$ cat config.mk
export PLATFORM = sky130hd
export DESIGN_NAME = debouncer
export DESIGN_NICKNAME = d
export VERILOG_FILES = /design/src/rtl/debouncer.sv
export SDC_FILE = /design/constraint.sdc
export NUM_CORES = 1
export LEC_CHECK = 0
export ABC_CLOCK_PERIOD_IN_PS = 1300
export CORE_AREA = 2 2 39 41
export CTS_CLUSTER_SIZE = 12
export DETAILED_ROUTE_END_ITERATION = 12
export DIE_AREA = 0 0 41 43
export MAX_ROUTING_LAYER = met4
export PLACE_DENSITY = 0.66
export SLEW_MARGIN = 20
export SYNTH_ARGS = -nofsm -noshare
export SYNTH_HDL_FRONTEND = slang
export SYNTH_SLANG_ARGS = --single-unit
$ cat constraint.sdc
create_clock -name clock -period 1.3 [get_ports clock]
set_input_delay 0.26 -clock clock [delete_from_list [all_inputs] [get_ports clock]]
set_output_delay 0.26 -clock clock [all_outputs]
set_load 0.01 [all_outputs]
$ cat src/rtl/debouncer.sv
// Switch debouncer: synchronises a raw asynchronous level, then only accepts a change
// once it has been observed for stable_tick_count consecutive edges; emits edge strobes.
module debouncer #(
    parameter int unsigned stable_tick_count   = 16,
    parameter int unsigned synchronizer_stages = 2,
    parameter bit          reset_level         = 1'b0
) (
    input  logic clock,
    input  logic reset_n,
    input  logic original_signal,
    output logic debounced_signal,
    output logic rising_pulse,
    output logic falling_pulse,
    output logic settling
);

    localparam int unsigned count_width = $clog2(stable_tick_count + 1);
    localparam logic [count_width-1:0] count_target = count_width'(stable_tick_count);

    typedef enum logic {
        STABLE,
        SETTLING
    } state_t;

    logic [synchronizer_stages-1:0] sync_q;
    logic                           sync_level;
    state_t                         state_q, state_d;
    logic [count_width-1:0]         count_q, count_d, next_count;
    logic                           debounced_d, rising_d, falling_d;

    // NOTE: sequential state uses non-blocking assignments so every flop samples pre-edge values.
    always_ff @(posedge clock or negedge reset_n) begin
        if (!reset_n) begin
            sync_q <= {synchronizer_stages{reset_level}};
        end else begin
            sync_q <= {sync_q[synchronizer_stages-2:0], original_signal};
        end
    end

    assign sync_level = sync_q[synchronizer_stages-1];

    always_ff @(posedge clock or negedge reset_n) begin
        if (!reset_n) begin
            state_q          <= STABLE;
            count_q          <= '0;
            debounced_signal <= reset_level;
            rising_pulse     <= 1'b0;
            falling_pulse    <= 1'b0;
        end else begin
            state_q          <= state_d;
            count_q          <= count_d;
            debounced_signal <= debounced_d;
            rising_pulse     <= rising_d;
            falling_pulse    <= falling_d;
        end
    end

    // NOTE: every output of this block gets a default first, so no path can infer a latch.
    always_comb begin
        next_count  = count_q + count_width'(1);
        state_d     = STABLE;
        count_d     = '0;
        debounced_d = debounced_signal;
        rising_d    = 1'b0;
        falling_d   = 1'b0;

        // Both states react identically; a matching level always collapses back to STABLE,
        // which discards a half-timed candidate without touching the output.
        if (sync_level != debounced_signal) begin
            if (next_count == count_target) begin
                debounced_d = ~debounced_signal;
                rising_d    = ~debounced_signal;
                falling_d   = debounced_signal;
            end else begin
                state_d = SETTLING;
                count_d = next_count;
            end
        end
    end

    assign settling = (state_q == SETTLING);

endmodule

=== Yosys cells after proc, flatten, opt, wreduce, memory -nomap -nowiden ===
Cells that the tools add are included.

* Reduce and logical (&&, ||, !) cells: 1
* Equality and inequality tests: 2
* Mux-type cells: 8
* Add/subtract/negate cells: 1
* Bitwise logic cells: 1

{| class="wikitable"
|+ Operators with widths
! operator !! count
|-
| two-way mux 5 bit || 2
|-
| two-way mux 1 bit || 6
|-
| adder 5 x 1 -> 5 bit (second input constant) || 1
|-
| == test 5 bit (second input constant) || 1
|-
| AND reduction 2 bit || 1
|-
| inequality test 1 bit || 1
|-
| inverter 1 bit || 1
|}

* Output and inout bits: 4
* Logic and storage cells: 19
* Register bits: 11
* Input bits: 3

=== Depth between registers and ports, before layout ===
Gate-level depths: netlist (run 1).

* Depth in word-level cells: 4
* Mapped depth: 4
* Gate-level depth less buffers: 4

=== Worst setup path before layout (run 1) ===
Ideal clock, no wire load.

* Kind: register -> register
* Start point: reg count_q[0]
* End point: reg debounced_signal
* Stages on the path, launching flop included: 5
* Setup slack: -11 ps
* Library setup time: 125 ps
* Buffers on the path: 0
* Arrival: 1185 ps
* Required time: 1175 ps
* Period minus slack after synthesis: 1311 ps
* Path through: dfrtp_1 -> ha_1 -> nand2_1 -> nor2_2 -> mux2_4

* Cells in the longest elaborated chain, start to end: 3

{| class="wikitable"
|+ Ends and longest elaborated chain
! item !! line !! text
|-
| from (decl) || 28 || <nowiki>logic [count_width-1:0] count_q, count_d, next_count;</nowiki>
|-
| from (signal assigned) || 51 || <nowiki>count_q <= count_d;</nowiki>
|-
| adder 5 x 1 -> 5 bit || 60 || <nowiki>next_count = count_q + count_width'(1);</nowiki>
|-
| == test 5 bit || 70 || <nowiki>if (next_count == count_target) begin</nowiki>
|-
| AND reduction 2 bit (no line) || n/a ||
|-
| to (signal assigned) || 46 || <nowiki>debounced_signal <= reset_level;</nowiki>
|-
| to (signal assigned) || 52 || <nowiki>debounced_signal <= debounced_d;</nowiki>
|-
| to (decl) || 11 || <nowiki>output logic debounced_signal,</nowiki>
|}

No other way between the ends.
A chain may end at the register's enable or synchronous reset.

=== Final worst setup path (run 1) ===
* Start point: reg count_q[1]
* End point: reg debounced_signal

The elaborated chain is that of the path after synthesis.

==> metrics, run 1 <==
clock group share of total power about a third; Worst EP required between 1000 and 1500 ps; Detailed Route WL around 840 um; total global routing overflow 0; crit-path max cell delay 420 ps; first-pass GRT wire length 1440 um; drt wl/cell 11.7 um; routed vias 333; syn_area_per_cell ~13 sq um; synth warn 0; CORE AREA 1380 sq um; Comb power frac 9.4%; Skew-Pair Late Insertion Delay 270 ps; Synth Area in XOR/XNOR under 10%; Placer Congestion 0.818; placed cells 64; CP Max Fanout 3; crit end category register; post-place setup slack 12.5 ps; Root Driver clkbuf_4; initial antenna violation count 0; share of layout cells above drive strength 1 42.9%; simple-gate share of the synthesized area roughly a fifth; CTS H-tree lvls 1; # DRC 0; cell row count 14; Layout fillers 134; initial core utilization 32.0%; clk buf depth 2; Yosys reg bits 11; Switching Share 23.0%; total die area 1760 sq um; I/O Buffers 6; Mapped Area 443 sq um; final worst path period share 100%; Final WS setup -0.782 ps; Die H 43 um; DRT iter0 DRCs 2; Final Instance Count excl. Fillers 72; CP Cell Sequence buf_4 > a32oi_2 > nor2_2 > mux2_4; CP Launch Type register; register clock-pin slew on the reported worst setup and hold paths about 70 ps; CTS tree done; clock period minus worst slack 1300 ps; number of distinct library cells after synthesis 17; Die Width 41 um; DRT Pass-1 Iters 2; violated checks negative setup slack; Cell Pwr Density between 1000 and 1500 nW/um^2; Diodes inserted 0; Switch Pwr 152 uW; CTS sink cnt 11; Post-Synth Adder-Cell Area 2.82%; Final TNS setup -0.782 ps; remaining antenna violation count after routing 0; class of the most critical setup path reg -> reg; Hold Path Class in -> async; largest family of logic cells by synthesized area simple AND/OR/NAND/NOR gates; WP buf/inv 1; RSZ-0062 raised after global routing true; # setup viols final 1; placed inst area between 500 and 600 sq um; Peak VDD IR 0.000712 V; Final Hold Vio Count 0; FMAX roughly 0.77 GHz; FF/Latch Area 277 sq um; synth-to-layout area growth 47.7%; post-route cell area 654 sq um; Syn Nets 38; Num CTS Buffers 3; final max-slew violation count 0; Seq pwr share around 56%; Worst path slowest cell dfrtp_1; CP arrival 1460 ps; max-cap viol count 0; Fin Clk Skew 0.767 ps; vias in the first global route about 330; largest net degree at the start of global routing 12; status finished with violations; register area share after synthesis 62.1%; Post-layout nets 61; Slew headroom between 80% and 90%; multi-input logic area 186 sq um; Cells after Synth 34; kind of cell adding the most delay to the critical path flip-flops; Slew @ Worst Pin 206 ps; I/O pins 7; post-synthesis compound-gate area fraction just over 7%; Leakage between 0.2 and 0.3 nW; Overall Power 662 uW; GRT Overall Usage 13.6%; multiplexer share of the synthesized area 3.39%; P_int between 500 and 600 uW; DR vias/cell 4.63
==> synth_stat cells <==
cell     number  area (sq um)
nor2b_1       1          6.26
a21oi_1       2          10.0
xnor2_1       2          17.5
dfrtp_1      11           275
nor3_1        1          5.00
nand2_1       2          7.51
nor2b_4       1          13.8
nand3_1       1          5.00
xor2_1        1          8.76
nor2_2        1          6.26
a32oi_2       1          16.3
ha_1          1          12.5
nor2_1        4          15.0
nor4b_1       2          17.5
o21ai_0       1          5.00
mux2_4        1          15.0
nand4_1       1          6.26
==> worst reg2reg max path, delay by kind of cell, from the launching register on <==
| family | cells | cell delay, ps |
|---|---|---|
| buf+inv | 1 | 160 |
| compound gates | 1 | 240 |
| flops | 1 | 420 |
| simple gates | 1 | 70 |
| mux | 1 | 300 |
==> layout by cell type (no fill, tap or decap), types with 2 or more instances in the layout <==
cell and instances:
buf_4 12, dfrtp_1 10, nor2_1 4, dlygate4sd2_1 4, clkbuf_4 3, xnor2_1 2, nand2_1 2, nor4b_2 2
clkdlybuf4s50_1 2
==> logic make-up (layout without fill, tap and decap cells) <==
logic type,Yosys count,count (layout)
and+or+nand+nor,14,14
DFF,11,11
AOI/OAI and AO/OA,4,4
xor gates and xnor gates,3,3
adders and majority gates,1,1
muxes,1,1
buffers and inverters,0,22
==> power by group through the flow <==
stage	Combinational (mW)	Clock, mW	Sequential, mW
after detailed placement	0.0485	0	0.374
after global placement	0.0490	0	0.374
after global routing	0.0709	0.264	0.369
after CTS	0.0549	0.239	0.367
final	0.0620	0.232	0.368
after floorplan	0.0192	0	0.373
==> sequential cells by signal (all words and copies together) (netlist names) <==
| register | count |
|---|---|
| count_q | 5 |
| debounced_signal | 1 |
| falling_pulse | 1 |
| rising_pulse | 1 |
| settling | 1 |
| sync_q | 2 |
==> final timing paths <==
kind | startpoint | endpoint | slack (ps) | depth (start not counted)
max reg2reg | count_q[1] | debounced_signal | -0.8 | 4
max | count_q[1] | debounced_signal | -0.8 | 4
max in group asynchronous | reset_n | count_q[0] | 860 | 2
min in group clock | sync_q[0] | sync_q[1] | 350 | 0
min | reset_n | rising_pulse | 280 | 2
min reg2reg | sync_q[0] | sync_q[1] | 350 | 0
==> per-layer routing <==
metal / global-route usage, % / part of all wire, %
met1: 17.0 / 44
met2: 16.6 / 47
met3: 4.71 / 4.3
met4: 12.0 / 4.3
met5: - / 0
==> metrics by stage <==
step / hold slack, ps / utilization (%)
after floorplan: -35.6 / -
after global placement: 332 / 42.3
after detailed placement: 336 / 42.3
after CTS: 287 / 44.8
after global routing: 301 / 47.3
final: 280 / 47.3
==> cell type report <==
class,instances,share of cell area [%]
clock buffer,4,4.02
tap,16,3.06
sequential,11,42.3
timing repair buffer,18,22.2
multi-input combinational,23,28.5
==> timing repair <==
item	4_1_cts	5_1_grt
setup buffers	1	3
pin swaps	2	0
hold buffers	0	0
setup endpoints to repair	5	4
resized for setup	6	2
No activity file was read; power rests on OpenSTA's default activity.
==> inputs of run 2 (changes only) <==
Settings changed: CTS_CLUSTER_DIAMETER set to 200, PLACE_DENSITY 0.66 to not set, PLACE_DENSITY_LB_ADDON set to 0.08, SETUP_SLACK_MARGIN set to 0.2.
==> run 2 against run 1 <==
Highest routed layer unchanged. Utilization increased by 11 points. Total power increased by 8.3%. The run now ends clean. Final cell count increased by 2.8%.
==> metrics, run 2 (synthesis results as in run 1) <==
# setup viols final 0; total die area ~1800 sq um; Placer Congestion 0.845; CP Launch Type register; Final Hold Vio Count 0; CP Max Fanout 4; utilization after layout 58.0%; drt wl/cell 15.9 um; Slew headroom 66.7%; Skew-Pair Late Insertion Delay 270 ps; Final TNS setup 0 ps; worst reg2reg path endpoint debounced_signal; Die Width 41 um; clk buf depth 2; remaining antenna violation count after routing 0; Num CTS Buffers 3; Worst EP required approximately 1500 ps; Fin Clk Skew 11.5 ps; FMAX around 0.77 GHz; CTS H-tree lvls 1; first-pass GRT wire length 1480 um; DRT Pass-1 Iters 4; clock period minus worst slack ~1300 ps; initial core utilization 32.0%; CTS tree done; CORE AREA approximately 1400 sq um; Reg2Reg Depth 4; Diodes inserted 0; share of layout cells above drive strength 1 roughly 72%; Hold Path Class in -> async; Slew @ Worst Pin 497 ps; initial antenna violation count 0; CTS sink cnt 11; Largest register FFs 5; Worst path slowest cell dfrtp_2; GRT Overall Usage a little over an eighth; R2R setup slack 10 ps; FF/Latch Area ~280 sq um; RSZ-0062 raised after global routing true; register clock-pin slew on the reported worst setup and hold paths approximately 80 ps; Leakage approximately 0.34 nW; I/O Buffers 6; Cell Pwr Density just under 900 nW/um^2; Root Driver clkbuf_4; I/O pins 7; most frequent cells in the layout dfrtp_1 (8), buf_4 (8), buf_6 (6); Post-layout nets 63; CP arrival 1450 ps; Layout fillers roughly 120; DRT iter0 DRCs 2; final worst path period share 99.3%; hold slack 317 ps; crit end category register; # DRC 0; crit-path max cell delay 480 ps; routed vias approximately 360; vias in the first global route 343; Peak VDD IR 0.000598 V; R2R Path Start count_q[0]; Detailed Route WL 1180 um; CP Cell Sequence a21oi_4 > a32oi_4 > nor2_4 > mux2_4; largest net degree at the start of global routing 12; total global routing overflow 0; final max-slew violation count 0; class of the most critical setup path reg -> reg; most flop-heavy register count_q; Overall Power 717 uW; Largest regs count_q: 5 flops, sync_q: 2 flops; status complete, no violations; synth-to-layout area growth 81.4%; multi-input logic area 310 sq um; hold_buf cts 0; DR vias/cell 4.89; max-cap viol count 0; cell row count 14; Die H 43 um
==> run 2: changes by cell type in the layout (fill, tap and decap cells not counted), moves of 2 or more <==
cell	change
dfrtp_2	+2
xnor2_1	-2
buf_2	+3
nand2_1	-2
nor2_1	-3
dlygate4sd2_1	-4
xnor2_4	+2
buf_4	-4
buf_6	+6
nor2_4	+2
dfrtp_1	-2
==> run 2: power breakdown <==
part | internal (mW) | switching [mW] | total [mW] | leakage, nW
registers | 0.355 | 0.0265 | 0.382 | 0.140
logic | 0.0561 | 0.0427 | 0.0988 | 0.181
clock network | 0.119 | 0.118 | 0.236 | 0.0150
total | 0.530 | 0.187 | 0.717 | 0.335
==> run 2: layer usage <==
metal | vias to the layer above | track usage (%) | share of wire, %
met5 | - | - | 0
met4 | 0 | 4.00 | 0.68
met3 | 2 | 6.28 | 5.3
met2 | 18 | 20.0 | 55
met1 | 175 | 16.3 | 39
li1 | 167 | - | -
==> run 2: area by class of cell <==
type	count	area share [%]
Tap cell	16	2.49
Sequential cell	11	34.7
Multi-Input combinational cell	23	38.6
Clock buffer	4	3.27
Timing Repair Buffer	20	20.9
==> run 2: worst max-delay path by stage <==
stage	startpoint	end	depth (start not counted)
finish	count_q[0]	debounced_signal	4
global route	count_q[0]	debounced_signal	4
CTS	count_q[3]	debounced_signal	4
detailed placement	count_q[0]	rising_pulse	4
global placement	count_q[3]	debounced_signal	4
floorplan	count_q[3]	debounced_signal	4
==> run 2: per-stage QoR <==
| step | setup WS (ps) | cell area (sq um) | cells |
|---|---|---|---|
| after floorplan | 34.0 | 457 | 34 |
| after global placement | 31.2 | 589 | 63 |
| after detailed placement | 11.9 | 589 | 63 |
| after CTS | 33.9 | 652 | 71 |
| after global routing | -42.5 | 803 | 74 |
| final | 9.57 | 803 | 74 |
==> run 2: critical path, delay by kind of cell, from the launching register on <==
| family | cells | cell delay (ps) |
|---|---|---|
| AOI/OAI and AO/OA | 2 | 280 |
| DFF | 1 | 480 |
| muxes | 1 | 300 |
| and+or+nand+nor | 1 | 120 |
==> run 2: what timing repair did <==
item,CTS,global route
buffers inserted,4,3
endpoints found under the setup margin,10,8
gates cloned,0,0
resized for setup,19,26
pin swaps,3,7
==> inputs of run 3 (changes only) <==
Settings changed: CAP_MARGIN set to 20.
==> results of run 3 <==
Same layout as run 2: the final DEF is identical, and so are final timing and power.
